`src/rtl/sb_ram40_4k_model_pkg.sv`:
```
// Shared definitions for the iCE40 4 Kbit block RAM model: aspect-mode encoding
// and the per-mode geometry lookups used by both ports.
package sb_ram40_4k_model_pkg;

   localparam int ARRAY_BITS  = 4096;
   localparam int DATA_BITS   = 16;
   localparam int ADDR_BITS   = 11;

   localparam int MODE_256X16 = 0;
   localparam int MODE_512X8  = 1;
   localparam int MODE_1024X4 = 2;
   localparam int MODE_2048X2 = 3;

   // Word width shrinks by half and depth doubles with each step of the mode.
   function automatic int mode_width(input int mode);
      return DATA_BITS >> mode;
   endfunction

   function automatic int mode_addr_bits(input int mode);
      return 8 + mode;
   endfunction

endpackage

```
`src/rtl/sb_ram40_4k_model_port_slice.sv`:
```
// Maps one port's address onto the linear bit array: base bit offset of the
// addressed word and which of the 16 data lanes take part in the access.
module sb_ram_port_slice
   import sb_ram40_4k_model_pkg::*;
#(
   parameter int MODE = MODE_256X16
) (
   input  logic [10:0] addr,
   input  logic [15:0] mask,
   output logic [11:0] offset,
   output logic [15:0] bit_en
);

   localparam int WIDTH = mode_width(MODE);
   localparam int ABITS = mode_addr_bits(MODE);
   localparam int SHIFT = 4 - MODE;
   localparam logic [10:0] ADDR_MASK = 11'((1 << ABITS) - 1);

   logic [11:0] word_addr;

   // Upper address bits are dropped so the address wraps modulo the mode depth;
   // the bit mask only matters in the 16-bit aspect.
   always_comb begin
      word_addr = {1'b0, addr & ADDR_MASK};
      offset    = word_addr << SHIFT;
      bit_en    = '0;
      for (int i = 0; i < DATA_BITS; i++) begin
         bit_en[i] = (i < WIDTH) && !((MODE == MODE_256X16) && mask[i]);
      end
   end

endmodule

```
`config.mk`:
```
export PLATFORM = sky130hd
export DESIGN_NAME = sb_ram_port_slice
export DESIGN_NICKNAME = d
export VERILOG_FILES = /design/src/rtl/sb_ram40_4k_model_pkg.sv /design/src/rtl/sb_ram40_4k_model_port_slice.sv
export SDC_FILE = /design/constraint.sdc
export NUM_CORES = 1
export LEC_CHECK = 0
export CAP_MARGIN = 20
export CORE_MARGIN = 2
export CORE_UTILIZATION = 11
export DETAILED_ROUTE_END_ITERATION = 16
export GPL_TIMING_DRIVEN = 0
export PLACE_DENSITY = 0.83
export SETUP_SLACK_MARGIN = 0.4
export SYNTH_ARGS = -nofsm -noshare
export SYNTH_HDL_FRONTEND = slang
export SYNTH_SLANG_ARGS = --single-unit
```
`constraint.sdc`:
```
create_clock -name vclk -period 0.8
set_input_delay 0.16 -clock vclk [all_inputs]
set_output_delay 0.16 -clock vclk [all_outputs]
set_load 0.02 [all_outputs]
```
==> metrics, run 1 <==
register area 0 µm²; ANT nets after route 0; DR iter-0 viols 0; Synth top area share 0.585; NetSw 0.181 mW; Worst Hold Path EP offset[10]; peak supply drop approximately 0.00028 V; Vias 287; drt via density about 3.3; CP Launch Type primary input; sequential share of power 0; worst path arrival time 0.43 ns; Ant. Diodes 0; clock power share 0; total power 0.459 mW; DRC 0; Wirelength per Cell 7.91 µm; crit path max fanout 1; area of the die 1710 µm²; Mean Syn Cell Area 5.31 µm²; Design Area, Final 762 µm²; cts hold-fix bufs 0; gpl congestion 0.574; port bufs 40; post_cts resized 224; slowest stage delay, CP between 0.1 and 0.15 ns; DP Area 704 µm²; Crit Path Class primary input to output pin; WL final 688 µm; Hold Crit Start addr[6]; endpoints failing setup 0; Top Ports 55; P&R area growth vs syn 395%; crit path time final 0.586 ns; post-synthesis sequential area ratio 0; vias in the first global route approximately 290; post-layout net count 101; Pins Over Slew Limit 0; Rows 13; largest net degree at the start of global routing 2; Buf+Inv Stages, Crit Path 3; initial antenna violation count 0; Core Area between 1000 and 1500 µm²; crit path max-delay cell type buf_6; setup bufs post-CTS 0; pre-CTS setup slack -0.646 ns; initial core utilization 0.118; Hold Path Class primary input to output pin; synth unique cells 3; worst path cell trace buf_8 > clkinvlp_4 > buf_6; combinational share of power 1.000; fraction of layout cells with a size suffix above 1 0.944; required time worst endpoint 0.64 ns; sequential cells 0; first-pass GRT wire length roughly 1200 µm; Post-Synthesis Cells 29; Die Wd around 41 µm; RSZ-0062 raised after global routing true; Cell Pwr Density 602 nW/µm²; P_int between 0.2 and 0.3 mW; yosys warns 0; 1st-pass router iterations 1; # clk buffers 0; GRT overflow 0; Top delay family on crit path buffers and inverters; GRT Total Usage 0.0857; LEAKAGE 0.341 nW; Final Hold Violating Endpoints 0; cell taking the most area after synthesis buf_4; period utilisation layout 0.732; final worst setup slack 0.214 ns; top cells by area, synth buf_4 (59%), inv_1 (39%), conb_1 (2.4%); Syn Std Cell Area 154 µm²; FMAX 1710 MHz; Vert. Die Dim 41.4 µm; WHS Path Cells 2; switch share 0.394; Critical Path Start mask[7]; status completed; Worst setup EP type output pin; max_cap viols 0
final cells by class:
type                       count  area [µm²]
tap                           15        18.8
multi-input combinational      4        15.0
timing repair buffer          40         458
fill                         130         539
inverter                      16         120
buffer                        12         150
worst max path at each step:
stage	endpoint	slack [ns]	cells past startpoint
after global routing	bit_en[7]	0.20	3
after global placement	bit_en[9]	-0.64	3
final	bit_en[7]	0.21	3
after detailed placement	bit_en[2]	-0.65	3
after CTS	bit_en[11]	0.22	3
after floorplan	offset[10]	0.37	1
cell families after synthesis:
kind of cell,synth area share
buffers and inverters,0.976
other,0.0244
through the flow:
stage               utilization  setup TNS (ns)  hold slack (ns)  cells
floorplan                     -               0            0.402     32
global placement          0.541          -11.42            0.931     87
detailed placement        0.541          -11.54            0.930     87
CTS                       0.580               0            0.485     87
global route              0.586               0            0.487     87
finish                    0.586               0            0.484     87
placed cells by master, fill, tap and decap left out:
cell type   synthesis  layout
buf_4              12       4
buf_6               0      38
buf_8               0      10
clkinvlp_4          0      16
conb_1              1       4
metal layers:
metal  GRT usage  part of all wire  vias to the layer above  wire length, µm
met4           0                 0                        0                0
met3      0.0174              0.11                        0               75
met1      0.0779              0.20                      124              137
met2       0.194              0.69                       23              475
met5           0                 0                        -                0
li1            -                 -                      140                -
Yosys cell counts (all sizes together):
library cell  count
inv              16
buf              12
conb              1
power by group through the flow:
stage          clock (mW)  sequential (mW)  combinational [mW]
2_1_floorplan           0                0               0.203
3_3_place_gp            0                0               0.417
4_1_cts                 0                0               0.458
3_5_place_dp            0                0               0.420
6_report                0                0               0.459
5_1_grt                 0                0               0.484
Power figures use the tool's default switching activity.
==> run 2: changes to the inputs <==
- CORE_AREA: not set -> 2 2 39 41
- CORE_MARGIN: 2 -> not set
- CORE_UTILIZATION: 11 -> not set
- DIE_AREA: not set -> 0 0 41 43
==> metrics, run 2 (synthesized netlist as in run 1, its figures left out) <==
Crit Path Class primary input to output pin (unchanged); gpl congestion 0.600 (was 0.574); register area 0 µm² (unchanged); fraction of layout cells with a size suffix above 1 0.944 (unchanged); area of the die 1760 µm² (was 1710 µm²); endpoints failing setup 0 (unchanged); peak supply drop 0.000307 V (was 0.000276 V); max_cap viols 0 (unchanged); crit path time final 0.584 ns (was 0.586 ns); commonest non-fill, non-tap cell in the layout buf_6 (unchanged); most frequent cells in the layout buf_6 (33), clkinvlp_4 (16), buf_8 (15) (was buf_6 (38), clkinvlp_4 (16), buf_8 (10)); Wirelength per Cell 7.68 µm (was 7.91 µm); Rows 14 (was 13); # fillers 123 (was 130); setup bufs post-CTS 0 (unchanged); multi-input combinational cell area 15.0 µm² (unchanged); crit path max fanout 1 (unchanged); ANT nets after route 0 (unchanged); vias in the first global route 292 (was 286); # clk buffers 0 (unchanged); CP Launch Type primary input (unchanged); Core Area 1380 µm² (was 1300 µm²); initial core utilization 0.111 (was 0.118); DRC 0 (unchanged); FMAX 1710 MHz (about the same); RSZ-0062 raised after global routing true (unchanged); WHS Path Cells 2 (unchanged); drt via density 3.23 (was 3.30); Top Ports 55 (unchanged); Worst setup EP type output pin (unchanged); Cell Pwr Density 599 nW/µm² (was 602 nW/µm²); Vert. Die Dim 43 µm (was 41.4 µm); Final Hold Violating Endpoints 0 (unchanged); initial antenna violation count 0 (unchanged); largest net degree at the start of global routing 2 (unchanged); status completed (unchanged); Pins Over Slew Limit 0 (unchanged); worst path arrival time 0.42 ns (was 0.43 ns); Die Wd 41 µm (was 41.4 µm); post-layout net count 101 (unchanged); period utilisation layout 0.729 (was 0.732); port bufs 40 (unchanged); required time worst endpoint 0.64 ns (about the same); GRT Total Usage 0.0779 (was 0.0857); WL final 676 µm (was 688 µm); LEAKAGE 0.348 nW (was 0.341 nW); sequential cells 0 (unchanged); 1st-pass router iterations 1 (unchanged); DR iter-0 viols 0 (unchanged); Hold Path Class primary input to output pin (unchanged); hold slack 0.485 ns (was 0.484 ns); Vias 284 (was 287); GRT overflow 0 (unchanged); final setup TNS 0 ns (unchanged); P&R area growth vs syn 408% (was 395%); first-pass GRT wire length 1040 µm (was 1240 µm); Ant. Diodes 0 (unchanged); HPWL after detailed placement 598 µm
==> run 2: cell count changes in the layout (fill, tap and decap cells not counted) <==
cell / change
buf_8: +5
buf_6: -5
==> run 2: power breakdown <==
part	internal, mW	switching, mW
combinational	0.288	0.181
sequential	0	0
clock	0	0
total	0.288	0.181
==> run 2: critical path, cell delays in order <==
cell        delay (ns)
buf_6             0.07
clkinvlp_4        0.06
buf_6             0.12
==> run 2: cell type report <==
type | count | share of cell area
tap | 16 | 0.0256
inverter | 16 | 0.154
multi-input combinational | 4 | 0.0192
buffer | 12 | 0.192
timing repair buffer | 40 | 0.610
==> run 2: layer usage <==
layer,wire (µm),track usage,up-vias
met5,0,0,-
met1,147,0.0791,112
met4,0,0,0
met2,403,0.163,32
met3,125,0.00524,0
li1,-,-,140
==> run 2: final timing paths <==
path                  startpoint        end
worst max-delay path     mask[7]  bit_en[7]
worst min-delay path     addr[4]  offset[8]
==> run 2: through the flow <==
step | setup slack, ns | utilization | std cells | area, µm² | power, mW
after floorplan | 0.375 | - | 32 | 285 | 0.203
after global placement | -0.638 | 0.510 | 88 | 706 | 0.417
after detailed placement | -0.653 | 0.510 | 88 | 706 | 0.421
after CTS | 0.213 | 0.546 | 88 | 756 | 0.459
after global routing | 0.198 | 0.565 | 88 | 782 | 0.494
final | 0.216 | 0.565 | 88 | 782 | 0.469
==> run 2: what timing repair did <==
| item | CTS | global route |
|---|---|---|
| endpoints found under the setup margin | 24 | 24 |
| resized for setup | 224 | 7 |
| hold buffers | 0 | 0 |
